===== src/rtl/serial_subtractor.sv =====
// rtl/serial_subtractor.sv - bit-serial unsigned subtractor (a - b), LSB first, start/done handshake

// Single-bit full-subtractor cell: one difference bit and one borrow per call.
module full_subtractor (
  input  logic a,
  input  logic b,
  input  logic bin,
  output logic diff,
  output logic bout
);

  assign diff = a ^ b ^ bin;
  assign bout = (~a & b) | (~(a ^ b) & bin);

endmodule

// Bit-serial subtractor wrapping one full_subtractor cell.
module serial_subtractor #(
  parameter int WIDTH = 8
) (
  input  logic             clk,
  input  logic             rst,
  input  logic             start,
  input  logic [WIDTH-1:0] a,
  input  logic [WIDTH-1:0] b,
  output logic             busy,
  output logic             done,
  output logic [WIDTH-1:0] difference,
  output logic             borrow_out
);

  // Counter only has to reach WIDTH-1, so clog2(WIDTH) bits never wrap mid-operation.
  localparam int CNT_W = (WIDTH > 1) ? $clog2(WIDTH) : 1;
  localparam logic [CNT_W-1:0] CNT_LAST = CNT_W'(WIDTH - 1);

  typedef enum logic [1:0] {
    IDLE  = 2'd0,
    SHIFT = 2'd1,
    DONE  = 2'd2
  } state_t;

  state_t             state;
  logic [WIDTH-1:0]   a_sr;
  logic [WIDTH-1:0]   b_sr;
  // Holds the WIDTH-1 difference bits produced so far; the last bit joins them on the final edge.
  logic [WIDTH-2:0]   res_sr;
  logic               borrow_q;
  logic [CNT_W-1:0]   cnt;

  logic               d_bit;
  logic               b_bit;
  logic [WIDTH-1:0]   res_next;

  full_subtractor u_cell (
    .a    (a_sr[0]),
    .b    (b_sr[0]),
    .bin  (borrow_q),
    .diff (d_bit),
    .bout (b_bit)
  );

  // New difference bit enters at the MSB; after WIDTH edges the LSB-first bits line up.
  assign res_next = {d_bit, res_sr};

  // Control FSM, datapath shift registers and registered outputs.
  always_ff @(posedge clk) begin
    if (rst) begin
      state      <= IDLE;
      a_sr       <= '0;
      b_sr       <= '0;
      res_sr     <= '0;
      borrow_q   <= 1'b0;
      cnt        <= '0;
      busy       <= 1'b0;
      done       <= 1'b0;
      difference <= '0;
      borrow_out <= 1'b0;
    end else begin
      case (state)
        IDLE: begin
          done <= 1'b0;
          if (start) begin
            a_sr     <= a;
            b_sr     <= b;
            res_sr   <= '0;
            borrow_q <= 1'b0;
            cnt      <= '0;
            busy     <= 1'b1;
            state    <= SHIFT;
          end else begin
            busy <= 1'b0;
          end
        end

        SHIFT: begin
          a_sr     <= a_sr >> 1;
          b_sr     <= b_sr >> 1;
          res_sr   <= res_next[WIDTH-1:1];
          borrow_q <= b_bit;
          busy     <= 1'b1;
          if (cnt == CNT_LAST) begin
            cnt        <= '0;
            difference <= res_next;
            borrow_out <= b_bit;
            done       <= 1'b1;
            state      <= DONE;
          end else begin
            cnt <= cnt + CNT_W'(1);
          end
        end

        DONE: begin
          done  <= 1'b0;
          busy  <= 1'b0;
          state <= IDLE;
        end

        default: begin
          done  <= 1'b0;
          busy  <= 1'b0;
          state <= IDLE;
        end
      endcase
    end
  end

endmodule


===== config.mk =====
export PLATFORM = sky130hd
export DESIGN_NAME = serial_subtractor
export DESIGN_NICKNAME = d
export VERILOG_FILES = /design/src/rtl/serial_subtractor.sv
export SDC_FILE = /design/constraint.sdc
export NUM_CORES = 1
export LEC_CHECK = 0
export CORE_UTILIZATION = 42
export DETAILED_ROUTE_END_ITERATION = 7
export HOLD_SLACK_MARGIN = 0.05
export PLACE_DENSITY = 0.66
export SYNTH_ARGS = -nofsm -noshare
export SYNTH_HDL_FRONTEND = slang
export SYNTH_SLANG_ARGS = --single-unit

===== constraint.sdc =====
create_clock -name clk -period 3.1 [get_ports clk]
set_input_delay 0.62 -clock clk [delete_from_list [all_inputs] [get_ports clk]]
set_output_delay 0.62 -clock clk [all_outputs]
set_load 0.01 [all_outputs]

==> impl_metrics.csv, run 1 <==
group,metric,value,unit
place,dp_cells,238,
floorplanning,dieWidth,64.4,um
final_layout,antenna_cells,0,
floorplanning,io_pins,30,
sta,final.setup.tns,0,ps
yosys,synth_top_family_by_area,"compound AO/OA/AOI/OAI gates",
sta,fin_skew,2.41,ps
yosys,synth_commonest_cells,"dfxtp_1 (40), nor2_1 (31), nand2_1 (16), a211oi_1 (14), mux2i_1 (14)",
floorplanning,design.core.area,3690,um2
clocking,clkLatencyLatePin,280,ps
global_route,grt_start_max_net_pins,27,
clocking,cts_buffer_depth,2,
clocking,cts_resized,0,
power_and_ir_drop,p_clk_share,32.0,%
yosys,synth_top_area_share,48.9,%
yosys,synth_xor_area_share,0,%
sta,relSlewSlack,54.4,%
detailed_routing,finalWirelength,2910,um
setup_path,path_class,"primary input to flop",
sta,hold_viol_final,0,
hold_path,hp-class,"flop to flop",
floorplanning,num_rows,22,
power_and_ir_drop,switching_share,22.9,%
setup_path,worstReg2RegEnd,"res_sr[5]$_SDFFE_PP0P_",
final_layout,drive_gt1_share,5.08,%
final_layout,final_cells,245,
detailed_routing,met2_length,1390,um
power_and_ir_drop,power.leakage,0.736,nW
place,gp_congestion,0.657,
yosys,synthCells,171,
setup_path,critPathMaxStageDelay,580,ps
setup_path,startpoint_type,"primary input",
setup_path,critPathSlowestCell,"clkdlybuf4s50_1",
detailed_routing,dr.pass1.iters,4,
yosys,yosys_warnings,0,
sta,layout_min_cycle_time,1820,ps
yosys,synthFlopType,"dfxtp_1",
detailed_routing,dr_wl_met3,118,um
global_route,grt.overflow.total,0,
setup_path,reg2reg_depth,4,
detailed_routing,vias,1246,
setup_path,reg2reg_slack,1500,ps
detailed_routing,wire_per_inst,11.9,um
place,port_buffers,29,
setup_path,cp.required,3280,ps
clocking,cts_setup_buffers,0,
sta,period_share,58.7,%
setup_path,crit_buf_inv,1,
yosys,synth_most_common_cell,"dfxtp_1",
yosys,mappedNetlistNets,194,
final_layout,utilization,53.8,%
setup_path,cp_max_fo,26,
yosys,synth_cell_types,27,
clocking,cts_tree,"done",
yosys,synth_top_cell_by_area,"dfxtp_1",
final_layout,syn_to_final_growth,21.2,%
detailed_routing,wl_met1,1350,um
clocking,ctsHoldBuffers,0,
detailed_routing,vias_per_cell,5.09,
yosys,synth_edf_count,0,
power_and_ir_drop,p_int,746,uW
floorplanning,die_h,64.4,um
clocking,numCtsBuffers,5,
clocking,cts_root_buf,"clkbuf_8",
sta,fmax,0.550,GHz
floorplanning,initial_utilization,44.4,%
setup_path,critPathArrivalTime,2000,ps
sta,maxSlewViolCount,0,
yosys,mappedNetlistArea,1640,um2
detailed_routing,highest_layer,"met4",
yosys,ys_seq_area_share,48.9,%
clocking,path_clk_slew,70,ps
power_and_ir_drop,power_frac_comb,11.4,%
setup_path,regToRegStartpoint,"state[0]$_SDFFE_PP0P_",
yosys,synthMuxAreaShare,8.56,%
hold_path,whs_path_depth,2,
yosys,ys_ff_latch,40,
setup_path,crit_path_cell_trace,"clkdlybuf4s50_1, o21ba_2, nor2_1, a211oi_1",
yosys,synth.avg_cell_area,9.57,um2
setup_path,cp_top_family,"compound AO/OA/AOI/OAI gates",
global_route,grt_pass1_vias,1157,
status,status,"finished, final reports clean",
final_layout,nets,220,
yosys,synthAdderAreaFrac,3.52,%
run,drv_cap,0,
global_route,grt_usage,16.1,%
yosys,synthTopCellsByArea,"dfxtp_1 (49%), mux2i_1 (8.6%), nor2_1 (7.1%)",
detailed_routing,first_iter_violations,57,
hold_path,min_from,"difference[6]$_SDFFE_PP0P_",
power_and_ir_drop,power.net_switching,221,uW
place,place_area,1910,um2
clocking,numClockSinks,40,
detailed_routing,drtAntennaViolNets,0,
yosys,yosys.area_share.simple,15.2,%
final_layout,final_area,1980,um2
yosys,synthArstFlopShare,0,%
sta,setup_viol,0,
sta,rsz0062_at_grt,"no",
global_route,antenna_found_initial,0,
global_route,grt_pass1_wl,5120,um
yosys,synth-compound-area-share,16.7,%
detailed_routing,post-route-drc-count,0,
hold_path,hold_path_end,"difference[6]$_SDFFE_PP0P_",
place,hpwl,2050,um
sta,max_slew.worst_pin.slew,683,ps
floorplanning,die_area,4150,um2
power_and_ir_drop,peakVddDrop,0.000235,V
power_and_ir_drop,total_power,967,uW
clocking,htree_levels,2,
power_and_ir_drop,p_per_area,488,nW/um2
setup_path,worst_setup_path_end_kind,"flop",
power_and_ir_drop,pwr-share-seq,56.7,%
==> worst max-delay path by stage <==
stage	to	depth (start not counted)	from	slack (ps)
4_1_cts	done	1	done$_SDFFE_PP0N_	1290
6_report	b_sr[3]$_SDFFE_PP0P_	4	start	1280
3_5_place_dp	b_sr[3]$_SDFFE_PP0P_	4	start	1010
2_1_floorplan	a_sr[0]$_SDFFE_PP0P_	5	start	1790
5_1_grt	b_sr[3]$_SDFFE_PP0P_	4	start	1190
3_3_place_gp	done$_SDFFE_PP0N_	3	rst	1080
==> placed cells by master, fill, tap and decap left out, drive strengths merged <==
cell and count:
a22oi 12, and3b 1, o21bai 1, fa 1
clkdlybuf4s50 29, inv 3, dfxtp 40, nor3b 1
nor2b 2, a21oi 9, nand2 16, a2bb2oi 1
a211oi 14, o21ba 1, clkbuf 6, nor3 4
clkinv 1, o21a 1, nand3b 1, or2b 1
mux2i 14, nor2 31, ha 3, nor4b 1
buf 3
==> power by group through the flow <==
stage / registers [mW] / logic (mW) / clock network [mW]
6_report: 0.548 / 0.110 / 0.309
5_1_grt: 0.551 / 0.122 / 0.348
4_1_cts: 0.548 / 0.111 / 0.322
3_5_place_dp: 0.560 / 0.111 / 0
3_3_place_gp: 0.559 / 0.108 / 0
2_1_floorplan: 0.558 / 0.0810 / 0
==> layout make-up <==
type / count / area, um2
clock buffers: 6 / 72.6
clock inverters: 1 / 5.00
fillers: 351 / 1710
inverters: 3 / 11.3
multi-input cells: 115 / 721
flip-flops and latches: 40 / 801
well taps: 48 / 60.1
repair buffers: 32 / 313
==> per-layer routing <==
metal / track usage [%] / vias to the layer above
li1: - / 652
met1: 19.3 / 565
met2: 26.4 / 23
met3: 5.28 / 6
met4: 6.67 / 0
met5: 0 / -
==> metrics by stage <==
| stage | setup WS, ps | hold WS, ps |
|---|---|---|
| 2_1_floorplan | 1790 | 432 |
| 3_3_place_gp | 1080 | 444 |
| 3_5_place_dp | 1010 | 450 |
| 4_1_cts | 1290 | 460 |
| 5_1_grt | 1190 | 491 |
| 6_report | 1280 | 457 |
==> registers in the layout, indices dropped and copies added (netlist names) <==
signal      count
borrow_out      1
res_sr          7
difference      8
state           2
cnt             3
done            1
borrow_q        1
b_sr            8
busy            1
a_sr            8
==> worst reg2reg max path, stage by stage (launching register included) <==
cell and delay, ps:
dfxtp_1 310, buf_4 300, nor2b_1 610, a22oi_1 210, nor2_1 110
==> cell families (layout without fill, tap and decap cells) <==
kind of cell    Yosys count  after routing
simple gates             58             58
flops                    40             40
compound gates           39             39
buf+inv                  16             42
mux                      14             14
fa+ha+maj                 4              4
Note: power is estimated with default switching activity, not from simulation.
==> run 2: changes to the inputs <==
==> constraint.sdc (replaced) <==
create_clock -name clk -period 1.7 [get_ports clk]
set_input_delay 0.34 -clock clk [delete_from_list [all_inputs] [get_ports clk]]
set_output_delay 0.34 -clock clk [all_outputs]
set_load 0.01 [all_outputs]
==> run 2 against run 1 <==
Net effect: worst hold slack worse by 3.2 ps; first-iteration DRC count shrank 39%; die area unchanged; final area rose by 1.8%; worst setup slack got worse by 1100 ps; largest power group unchanged.
==> impl_metrics.csv, run 2 (same netlist as run 1, synthesis figures left out) <==
group,metric,value,unit
clocking,clkLatencyLatePin,290,ps
floorplanning,initial_utilization,44.4,%
place,hpwl,1980,um
setup_path,regToRegStartpoint,"cnt[0]$_SDFFE_PP0P_",
run,drv_cap,0,
detailed_routing,post-route-drc-count,0,
global_route,grt_start_max_net_pins,39,
final_layout,drive_gt1_share,6.06,%
sta,period_share,90.0,%
sta,setup_viol,0,
floorplanning,dieWidth,64.4,um
place,port_buffers,29,
setup_path,critPathArrivalTime,1190,ps
detailed_routing,dr.pass1.iters,4,
place,gp_congestion,0.741,
detailed_routing,wire_per_inst,11.9,um
clocking,path_clk_slew,70,ps
clocking,numCtsBuffers,5,
setup_path,cp.required,1360,ps
sta,maxSlewViolCount,0,
sta,timing.hold.ws,453,ps
power_and_ir_drop,p_int,1.37,mW
power_and_ir_drop,pwr-share-seq,56.0,%
sta,relSlewSlack,57.2,%
setup_path,cp_top_family,"buffers and inverters",
final_layout,layout_commonest_cell,"dfxtp_1",
final_layout,final_cell_mix,"dfxtp_1 (40), nor2_1 (31), clkdlybuf4s50_1 (29)",
setup_path,crit_path_cell_trace,"clkdlybuf4s50_1",
global_route,grt.overflow.total,0,
clocking,cts_root_buf,"clkbuf_8",
detailed_routing,finalWirelength,2940,um
setup_path,startpoint,"done$_SDFFE_PP0N_",
setup_path,critPathMaxStageDelay,540,ps
sta,fmax,0.654,GHz
floorplanning,die_h,64.4,um
detailed_routing,first_iter_violations,35,
final_layout,largestRegisters,"a_sr x8, b_sr x8, difference x8",
setup_path,critPathSlowestCell,"clkdlybuf4s50_1",
clocking,cts_tree,"done",
setup_path,worst_setup_path_end_kind,"output pin",
power_and_ir_drop,peakVddDrop,0.000496,V
sta,fin_skew,4.13,ps
final_layout,antenna_cells,0,
setup_path,cp_max_fo,2,
power_and_ir_drop,power_frac_comb,11.8,%
power_and_ir_drop,power.leakage,0.755,nW
power_and_ir_drop,p_clk_share,32.1,%
final_layout,syn_to_final_growth,23.4,%
floorplanning,design.core.area,3690,um2
floorplanning,num_rows,22,
floorplanning,die_area,4150,um2
global_route,antenna_found_initial,0,
hold_path,min_from,"difference[0]$_SDFFE_PP0P_",
floorplanning,io_pins,30,
power_and_ir_drop,p_per_area,885,nW/um2
power_and_ir_drop,power.net_switching,416,uW
status,status,"finished, final reports clean",
final_layout,final_cells,246,
clocking,htree_levels,2,
clocking,cts_buffer_depth,2,
clocking,numClockSinks,40,
setup_path,path_class,"flop to output pin",
setup_path,crit_buf_inv,1,
global_route,grt_usage,16.2,%
detailed_routing,vias,1239,
final_layout,nets,221,
hold_path,hp-class,"flop to flop",
sta,final.setup.tns,0,ps
sta,rsz0062_at_grt,"no",
global_route,grt_pass1_vias,1210,
setup_path,startpoint_type,"flop",
global_route,grt_pass1_wl,5190,um
detailed_routing,vias_per_cell,5.04,
detailed_routing,drtAntennaViolNets,0,
sta,hold_viol_final,0,
sta,layout_min_cycle_time,1530,ps
place,dp_cells,239,
power_and_ir_drop,switching_share,23.3,%
sta,max_slew.worst_pin.slew,641,ps
## run 2: timing repair
item | in CTS | in global routing
setup endpoints to repair | 0 | 7
buffers inserted | 0 | 0
endpoints found under the hold margin | 0 | 0
gates resized for setup | 0 | 1
hold buffers | 0 | 0
## run 2: area by class of cell
| cell class | count | area [um2] |
|---|---|---|
| Multi-Input combinational cell | 115 | 724 |
| Clock buffer | 6 | 72.6 |
| Tap cell | 48 | 60.1 |
| Fill cell | 349 | 1670 |
| Timing Repair Buffer | 33 | 345 |
| Clock inverter | 1 | 5.00 |
| Inverter | 3 | 11.3 |
| Sequential cell | 40 | 801 |
## run 2: routing by layer
metal  up-vias  global-route usage, %  part of all wire (%)
met4         0                   6.67                   1.9
met5         -                      0                     0
met1       567                   18.9                    47
met3         5                   5.28                   4.1
met2        19                   27.1                    47
li1        648                      -                     -
## run 2: power groups by stage
stage	Sequential, mW	Combinational [mW]	Clock (mW)
finish	1.00	0.211	0.574
global route	1.01	0.236	0.637
CTS	1.00	0.213	0.596
detailed placement	1.02	0.212	0
global placement	1.02	0.206	0
floorplan	1.02	0.148	0
## run 2: through the flow
step / power [mW] / area [um2] / utilization (%) / worst slack (ps)
2_1_floorplan: 1.17 / 1640 / - / 410
3_3_place_gp: 1.23 / 1940 / 52.5 / -151
3_5_place_dp: 1.23 / 1940 / 52.5 / -272
4_1_cts: 1.81 / 2020 / 54.6 / 33.9
5_1_grt: 1.88 / 2020 / 54.7 / 87.8
6_report: 1.79 / 2020 / 54.7 / 170
## run 2: final timing paths
check | to | slack [ps] | cells after the start
worst max-delay path | done | 170 | 1
worst min register to register | difference[0]$_SDFFE_PP0P_ | 450 | 2
worst max register to register | borrow_out$_SDFFE_PP0P_ | 230 | 5
worst min-delay path | difference[0]$_SDFFE_PP0P_ | 450 | 2
## run 2: tightest hold or removal path, stage by stage, from the launching register on
cell     delay (ps)
dfxtp_1         310
nand2_1          50
a21oi_1          50
